<file path="src/rtl/divider_controller.sv">
// Sequencing FSM for the shift/subtract divider: drives Q/remainder strobes and start/busy/done handshake.
// Optional divide-by-zero abort is built only when DIVZERO_CHECK_EN is defined.
module divider_controller #(
    parameter int WIDTH = 10,
    parameter int CNT_W = 4
) (
    input  logic             clock,
    input  logic             rst_n,
    input  logic             start,
    input  logic             gt,
    input  logic             dz,
    output logic             init,
    output logic             ldgt,
    output logic             lds,
    output logic             ld_sub,
    output logic             ld_sh,
    output logic             busy,
    output logic             done,
    output logic             err,
    output logic [CNT_W-1:0] step
);

    typedef enum logic [2:0] {S_IDLE, S_INIT, S_STEP, S_DONE, S_ERR} state_t;

    localparam logic [CNT_W-1:0] LAST_STEP = CNT_W'(WIDTH - 1);

    state_t state;
    logic   run_en;
    logic   in_step;

    // Holds the FSM still for the first edge after reset release.
    always_ff @(posedge clock or negedge rst_n) begin
        if (!rst_n) run_en <= 1'b0;
        else        run_en <= 1'b1;
    end

    always_ff @(posedge clock or negedge rst_n) begin
        if (!rst_n) begin
            state <= S_IDLE;
            step  <= '0;
        end else if (run_en) begin
            case (state)
                S_IDLE: begin
                    if (start) begin
                        state <= S_INIT;
                        step  <= '0;
                    end
                end
                S_INIT: begin
                    step <= '0;
`ifdef DIVZERO_CHECK_EN
                    state <= dz ? S_ERR : S_STEP;
`else
                    state <= S_STEP;
`endif
                end
                S_STEP: begin
                    if (step == LAST_STEP) state <= S_DONE;
                    else                   step  <= step + 1'b1;
                end
                S_DONE:  state <= S_IDLE;
                default: state <= S_IDLE;
            endcase
        end
    end

    assign in_step = (state == S_STEP);
    assign init    = (state == S_INIT);
    assign ldgt    = in_step & gt;
    assign lds     = in_step & ~gt;
    assign ld_sub  = in_step & gt;
    assign ld_sh   = in_step & ~gt;
    assign busy    = (state == S_INIT) || (state == S_STEP);
    assign done    = (state == S_DONE);

`ifdef DIVZERO_CHECK_EN
    assign err = (state == S_ERR);
`else
    logic dz_unused;
    assign dz_unused = dz;
    assign err       = 1'b0;
`endif

endmodule

</file>
<file path="config.mk">
export PLATFORM = sky130hd
export DESIGN_NAME = divider_controller
export DESIGN_NICKNAME = d
export VERILOG_FILES = /design/src/rtl/divider_controller.sv
export SDC_FILE = /design/constraint.sdc
export NUM_CORES = 1
export LEC_CHECK = 0
export ABC_AREA = 0
export BUFFER_PORTS_ARGS = -buffer_cell sky130_fd_sc_hd__clkbuf_2
export CORE_AREA = 2 2 39 41
export DETAILED_ROUTE_END_ITERATION = 7
export DIE_AREA = 0 0 41 43
export PLACE_DENSITY_LB_ADDON = 0.12
export SETUP_SLACK_MARGIN = 0.4
export SYNTH_ARGS = -nofsm -noshare
export SYNTH_HDL_FRONTEND = slang
export SYNTH_SLANG_ARGS = --single-unit
</file>
<file path="constraint.sdc">
create_clock -name clock -period 5 [get_ports clock]
set_input_delay 0 -clock clock [delete_from_list [all_inputs] [get_ports clock]]
set_output_delay 0 -clock clock [all_outputs]
set_load 0.005 [all_outputs]
</file>
==> qor.yml, run 1 <==
status:
  status: "finished, final reports clean"
cells_and_area:
  fillers: 138
  layout-drive-gt1-share_pct: 31.8
  nets: 78
  antenna_cells_inserted: 0
  syn2layout_area_growth_pct: 20.6
  finalNonFillerCells: 82
  regArea_um2: 175
  multi_input_area_um2: 267
grt:
  grt_max_degree: 10
  grt_pass1_vias: 357
  gr-total-overflow: 0
  grt_usage_pct: 12.2
  antenna_found_initial: 0
  grt_pass1_wl_um: 1460
drt:
  drt.antenna.violating_nets: 0
  via_per_inst: 4.94
  wire_per_inst_um: 11.2
  first_pass_iters: 4
  postRouteWirelength_um: 915
  vias: 405
  drc: 0
  drtIter0Drc: 7
floorplan:
  die_y_um: 43
  io_pins: 17
  initial_core_util_pct: 35.2
  num_rows: 14
  die-area_um2: 1760
  die_x_um: 41
  core-area_um2: 1380
cts:
  ctsHtreeMaxLevel: 1
  cts_tree: "done"
  cts_root_buf: "clkbuf_4"
  clk_pin_slew_worst_paths_ns: 0.05
  clkLatencyLatePin_ns: 0.24
  postCtsSetupRepairBufs: 0
  cts_num_sinks: 7
  clock_path_buffers: 2
  numCtsBuffers: 3
worst_setup_path:
  worst_ep_arrival_time_ns: 1.86
  timing.rr.start: "state[0]"
  crit_type: "reg -> reg"
  crit_required_ns: 5.13
  startpoint: "state[0]"
  endpoint_kind: "flip-flop"
  cp-start-kind: "flip-flop"
  crit_fanout: 9
logic_synthesis:
  synth_cell_types: 21
  yosys_warnings: 0
  syn-num-nets: 62
  syn_area_per_cell_um2: 9.54
  netlist_area_um2: 487
  postSynthCellCount: 51
  ys_seq_elements: 7
  ys_seq_area_share_pct: 36.0
power:
  vdd.ir_drop.worst_uv: 322
  p_leak_nw: 0.299
  power_density_nw_per_um2: 522
place:
  port_buffers: 14
  dp_cells: 77
  place_congestion: 0.693
  dpl_worst_slack_ns: 3.27
  dp_hpwl_um: 684
sta:
  slew_viol_final: 0
  setup_viol: 0
  min_period_ns: 1.73
  fin_crit_sh_pct: 34.7
  layout_setup_ws_ns: 3.27
  clock.fmax_mhz: 577
  hold_viol: 0
  fin_hold_ws_ns: 0.126
  tns_ns: 0
  rsz0062_at_grt: "false"
  finalClockSkew_ns: 0.00183
worst_hold_path:
  hold_path_class: "in -> async"
flow_run:
  maxCapViolations: 0
## cell usage in the layout (no fill, tap or decap)
| cell | instances |
|---|---|
| clkbuf_2 | 14 |
| dfrtp_1 | 7 |
| ha_1 | 6 |
| inv_1 | 5 |
| nand3_1 | 5 |
| o21ai_0 | 4 |
| o311ai_1 | 3 |
| clkbuf_4 | 3 |
| nor2_1 | 2 |
| nand2b_1 | 2 |
| mux2_2 | 2 |
| conb_1 | 2 |
| and2_1 | 1 |
| nor2b_1 | 1 |
| and3b_2 | 1 |
| or3_4 | 1 |
| or4_1 | 1 |
| nand2_1 | 1 |
| nand3b_1 | 1 |
| o221ai_1 | 1 |
| a22o_1 | 1 |
| clkbuf_1 | 1 |
| dlygate4sd3_1 | 1 |
## per-stage QoR
stage / power [W] / instance area, um^2 / util, %
finish: 0.000306 / 587 / 42.4
global route: 0.000340 / 587 / 42.4
CTS: 0.000313 / 587 / 42.4
detailed placement: 0.000259 / 551 / 39.8
global placement: 0.000259 / 551 / 39.8
floorplan: 0.000208 / 487 / -
## critical path, stage by stage (launching register included)
cell and delay [ns]:
dfrtp_1 0.41, inv_1 0.10, ha_1 0.34, inv_1 0.15
o221ai_1 0.25, mux2_2 0.37
## cell families after synthesis
kind of cell,synth area share [%]
and+or+nand+nor,20.1
muxes,4.63
buffers and inverters,9.25
adders and majority gates,15.4
DFF,36.0
other,1.54
AOI/OAI and AO/OA,13.1
## report_power, final
part / switching (W) / total, W / internal [W]
Combinational: 0.0000758 / 0.000151 / 0.0000754
Clock: 0.0000199 / 0.0000503 / 0.0000304
Sequential: 0.0000275 / 0.000105 / 0.0000775
Total: 0.000123 / 0.000306 / 0.000183
## layer usage
metal	track usage, %	routed length, um
met1	16.9	414
met2	16.9	461
met3	1.57	39
met4	8.00	0
met5	0	0
## flip-flops by register name, indices dropped and copies added, names as in the netlist
name and flops:
run_en 1, step 4, state 2
## synth_stat cells
cell type | n | area (um^2)
a22o_1 | 1 | 8.76
and2_1 | 1 | 6.26
and3b_2 | 1 | 10.0
buf_4 | 3 | 22.5
clkbuf_1 | 1 | 3.75
conb_1 | 2 | 7.51
dfrtp_1 | 7 | 175
ha_1 | 6 | 75.1
inv_1 | 5 | 18.8
mux2_2 | 2 | 22.5
nand2_1 | 1 | 3.75
nand2b_1 | 2 | 12.5
nand3_1 | 5 | 25.0
nand3b_1 | 1 | 7.51
nor2_1 | 2 | 7.51
nor2b_1 | 1 | 6.26
o21ai_0 | 4 | 20.0
o221ai_1 | 1 | 8.76
o311ai_1 | 3 | 26.3
or3_4 | 1 | 11.3
or4_1 | 1 | 7.51
## final timing paths
kind | endpoint | slack (ns) | cells past startpoint
hold / removal | step[2] | 0.13 | 2
setup reg to reg | state[1] | 3.27 | 5
hold reg to reg | state[1] | 0.57 | 1
max in group asynchronous | state[1] | 4.70 | 2
setup / recovery | state[1] | 3.27 | 5
min in group clock | state[0] | 0.22 | 4
## what timing repair did
action                                 4_1_cts  5_1_grt
hold buffers                                 1        0
gates resized for setup                      0        0
endpoints found under the hold margin        7        0
## layout make-up
type	count	area share, %
Timing Repair Buffer	15	13.6
Clock buffer	4	4.48
Multi-Input combinational cell	35	45.4
Sequential cell	7	29.9
Tap cell	16	3.41
Inverter	5	3.20
Power figures use the tool's default switching activity.
==> inputs of run 2 (changes only) <==
clock period = 1.5 ns   (was 5 ns; I/O delays follow)
==> run 2 against run 1 <==
- the run now ends with setup timing left
- die area is the same
- first-iteration DRC count shrank 57%
- design area grew 43%
- total power grew to 5.6 times the previous value
- wire length grew 49%
- largest cell class unchanged
==> qor.yml, run 2 (synthesized netlist as in run 1, its figures left out) <==
floorplan:
  initial_core_util_pct: 35.2
  core-area_um2: 1380
  die_x_um: 41
  die_y_um: 43
  die-area_um2: 1760
  num_rows: 14
  io_pins: 17
cells_and_area:
  biggestRegsByFlops: "step (4), state (2), run_en (1)"
  largest_reg_flops: 4
  fin_util_pct: 60.6
  layout-drive-gt1-share_pct: 63.7
  final_common_cell: "clkbuf_2"
  antenna_cells_inserted: 0
  nets: 92
  largest-register: "step"
  syn2layout_area_growth_pct: 72.2
  fillers: 125
  layout_common_cells: "clkbuf_2 (12), buf_6 (8), buf_4 (8)"
grt:
  grt_pass1_wl_um: 1990
  grt_pass1_vias: 469
  grt_max_degree: 8
  antenna_found_initial: 0
  gr-total-overflow: 0
  grt_usage_pct: 17.6
cts:
  clk_pin_slew_worst_paths_ns: 0.06
  cts_root_buf: "clkbuf_4"
  clkLatencyLatePin_ns: 0.26
  cts_tree: "done"
  numCtsBuffers: 3
  cts_num_sinks: 7
  clock_path_buffers: 2
  ctsHtreeMaxLevel: 1
sta:
  layout_setup_ws_ns: -0.0260
  finalClockSkew_ns: 0.000511
  slew_viol_final: 0
  fin_crit_sh_pct: 102
  clock.fmax_mhz: 655
  rsz0062_at_grt: "true"
  min_period_ns: 1.53
  setup_viol: 3
  hold_viol: 0
  tns_ns: -0.0411
drt:
  drtIter0Drc: 3
  wire_per_inst_um: 14.2
  drc: 0
  drt.antenna.violating_nets: 0
  postRouteWirelength_um: 1360
  first_pass_iters: 3
  via_per_inst: 5.01
  vias: 481
worst_hold_path:
  hold_path_class: "in -> async"
place:
  dp_hpwl_um: 846
  dpl_worst_slack_ns: -0.00261
  place_congestion: 0.661
  port_buffers: 14
power:
  p_leak_nw: 0.401
  power_density_nw_per_um2: 2030
  vdd.ir_drop.worst_uv: 1240
worst_setup_path:
  crit_fanout: 4
  crit_required_ns: 1.66
  crit_type: "reg -> reg"
  cp-start-kind: "flip-flop"
  worst_ep_arrival_time_ns: 1.69
  endpoint_kind: "flip-flop"
status:
  status: "finished, violations left"
  violations: "setup timing"
flow_run:
  maxCapViolations: 0
==> run 2: cell count changes in the layout (fill, tap and decap cells not counted), moves of 2 or more <==
cell and delta:
ha_2 +3, ha_1 -5, buf_4 +8, buf_6 +8, clkbuf_2 -2, o311ai_2 +2, inv_1 -3, o311ai_1 -3
ha_4 +2, inv_2 +3
==> run 2: area by class of cell <==
cell class / count / area [um^2] / area share, %
Clock buffer: 4 / 26.3 / 3.13
Inverter: 5 / 18.8 / 2.24
Multi-Input combinational cell: 35 / 378 / 45.1
Sequential cell: 7 / 175 / 20.9
Tap cell: 16 / 20.0 / 2.39
Timing Repair Buffer: 29 / 220 / 26.3
==> run 2: per-stage QoR <==
step	hold slack [ns]	power [W]	std cells	cell area, um^2
floorplan	-0.296	0.000751	51	522
CTS	0.123	0.00146	94	764
detailed placement	-0.147	0.00110	87	657
global route	0.137	0.00183	96	838
global placement	-0.153	0.00110	87	657
finish	0.114	0.00170	96	838
==> run 2: routing by layer <==
metal | up-vias | routed length (um) | part of all wire (%) | GRT usage, %
met2 | 14 | 747 | 55 | 30.6
met1 | 227 | 502 | 37 | 17.0
li1 | 234 | - | - | -
met3 | 6 | 53 | 3.9 | 4.71
met5 | - | 0 | 0 | 0
met4 | 0 | 56 | 4.1 | 10.0
==> run 2: path summary, 6_finish.rpt <==
kind	from	endpoint	slack, ns	cells after the start
hold reg to reg	step[3]	step[3]	0.60	2
max in group asynchronous	rst_n	run_en	1.21	2
min in group clock	start	step[3]	0.25	4
hold / removal	rst_n	step[0]	0.11	2
setup reg to reg	step[0]	step[1]	-0.03	4
setup / recovery	step[0]	step[1]	-0.03	4
==> run 2: worst max-delay path, stage by stage, from the launching register on <==
cell and delay [ns]:
dfrtp_1 0.39, ha_2 0.18, and3b_2 0.25, or3_4 0.38, o311ai_2 0.23
==> run 2: power breakdown <==
| part | switching (W) | internal [W] | leakage, nW |
|---|---|---|---|
| Combinational | 0.000511 | 0.000693 | 0.296 |
| Sequential | 0.0000572 | 0.000258 | 0.0906 |
| Clock | 0.0000809 | 0.000102 | 0.0150 |
| Total | 0.000649 | 0.00105 | 0.401 |
==> run 2: timing repair <==
action | CTS | global route
hold buffers | 1 | 0
endpoints found under the setup margin | 12 | 12
endpoints found under the hold margin | 7 | 0
pin swaps | 3 | 4
gates resized for setup | 13 | 11
setup buffers | 2 | 2
==> inputs of run 3 (changes only) <==
RECOVER_POWER = 25   (was unset)
==> run 3 against run 2 <==
- global-route usage unchanged
- wire length about the same
- highest routed layer unchanged
- fmax about the same
- critical path type unchanged
- largest power group unchanged
- the run still ends with setup timing left
==> qor.yml, run 3 (synthesized netlist as in run 1, its figures left out) <==
flow_run:
  maxCapViolations: 0
sta:
  fin_crit_sh_pct: 102
  fin_hold_ws_ns: 0.178
  layout_setup_ws_ns: -0.0261
  rsz0062_at_grt: "true"
  min_period_ns: 1.53
  hold_viol: 0
  clock.fmax_mhz: 655
  tns_ns: -0.0414
  slew_viol_final: 0
  setup_viol: 3
  finalClockSkew_ns: 0.000511
cts:
  clock_path_buffers: 2
  clk_pin_slew_worst_paths_ns: 0.06
  cts_tree: "done"
  ctsHtreeMaxLevel: 1
  numCtsBuffers: 3
  cts_num_sinks: 7
  clkLatencyLatePin_ns: 0.26
  cts_root_buf: "clkbuf_4"
drt:
  via_per_inst: 5.01
  drtIter0Drc: 3
  postRouteWirelength_um: 1360
  wire_per_inst_um: 14.1
  drc: 0
  drt.antenna.violating_nets: 0
  first_pass_iters: 3
  vias: 481
worst_setup_path:
  worst_r2r_path_depth: 4
  cp-start-kind: "flip-flop"
  timing.rr.start: "step[0]"
  crit_fanout: 4
  r2r-end: "step[1]"
  endpoint_kind: "flip-flop"
  crit_required_ns: 1.66
  worst_ep_arrival_time_ns: 1.69
  r2r_slack_ns: -0.03
  crit_type: "reg -> reg"
grt:
  grt_pass1_wl_um: 1990
  antenna_found_initial: 0
  gr-total-overflow: 0
  use_met2_pct: 30.6
  grt_pass1_vias: 469
  grt_usage_pct: 17.6
  met1_usage_pct: 17.0
  met3_usage_pct: 4.71
  grt_max_degree: 8
  busiest_layer: "met2"
power:
  internal_power_w: 0.00105
  vdd.ir_drop.worst_uv: 1240
  power_frac_comb_pct: 70.7
  p_leak_nw: 0.398
  p_seq_share_pct: 18.5
  finalPower_w: 0.00170
  switchingPower_w: 0.000649
  swShare_pct: 38.1
  power_density_nw_per_um2: 2030
  p_clk_share_pct: 10.8
cells_and_area:
  syn2layout_area_growth_pct: 72.0
  largest_reg_flops: 4
  nets: 92
  layout-drive-gt1-share_pct: 62.5
  fin_util_pct: 60.5
  biggestRegsByFlops: "step (4), state (2), run_en (1)"
  layout_common_cells: "clkbuf_2 (11), buf_6 (8), buf_4 (8)"
  final_common_cell: "clkbuf_2"
  antenna_cells_inserted: 0
  largest-register: "step"
status:
  violations: "setup timing"
  status: "finished, violations left"
floorplan:
  io_pins: 17
  die_y_um: 43
  die_x_um: 41
  num_rows: 14
  die-area_um2: 1760
  core-area_um2: 1380
  initial_core_util_pct: 35.2
place:
  dp_hpwl_um: 846
  port_buffers: 14
  place_congestion: 0.661
worst_hold_path:
  hold_path_class: "in -> async"
==> run 3: changes by cell type in the layout (fill, tap and decap cells not counted) <==
cell and change:
clkbuf_1 +1, clkbuf_2 -1
==> run 3: power by group through the flow <==
stage | Sequential (W) | Clock (W) | Combinational, W
3_3_place_gp | 0.000307 | 0 | 0.000789
3_5_place_dp | 0.000313 | 0 | 0.000791
2_1_floorplan | 0.000339 | 0 | 0.000411
4_1_cts | 0.000314 | 0.000186 | 0.000959
6_report | 0.000315 | 0.000183 | 0.00120
5_1_grt | 0.000324 | 0.000200 | 0.00131
==> run 3: timing repair <==
item | in CTS | in global routing
setup buffers | 2 | 2
gates resized for setup | 13 | 11
hold buffers | 1 | 0
cloned | 0 | 0
setup endpoints to repair | 12 | 12
pin swaps | 3 | 4
endpoints found under the hold margin | 7 | 0
==> run 3: layout make-up <==
| type | count | area (um^2) |
|---|---|---|
| Multi-Input combinational cell | 35 | 378 |
| Clock buffer | 4 | 26.3 |
| Sequential cell | 7 | 175 |
| Tap cell | 16 | 20.0 |
| Fill cell | 124 | 547 |
| Timing Repair Buffer | 29 | 219 |
| Inverter | 5 | 18.8 |
==> run 3: worst max-delay path, cell delays in order (launching register included) <==
cell      delay (ns)
dfrtp_1         0.39
ha_2            0.18
and3b_2         0.25
or3_4           0.38
o311ai_2        0.23
==> run 3: layer usage <==
| metal | vias to the layer above | wire length [um] |
|---|---|---|
| li1 | 234 | - |
| met1 | 227 | 501 |
| met2 | 14 | 747 |
| met3 | 6 | 53 |
| met4 | 0 | 56 |
| met5 | - | 0 |
==> run 3: worst max path at each step <==
stage / startpoint / endpoint / slack (ns)
finish: step[0] / step[1] / -0.03
global placement: state[1] / step[0] / 0.02
floorplan: step[0] / step[0] / 0.009
global route: state[1] / step[1] / -0.09
CTS: step[0] / step[1] / 0.008
detailed placement: state[1] / step[0] / -0.003
==> run 3: per-stage QoR <==
step | cell area [um^2] | cells | worst slack, ns
6_report | 837 | 96 | -0.0261
3_3_place_gp | 657 | 87 | 0.0202
2_1_floorplan | 522 | 51 | 0.00879
5_1_grt | 837 | 96 | -0.0919
3_5_place_dp | 657 | 87 | -0.00261
4_1_cts | 764 | 94 | 0.00786
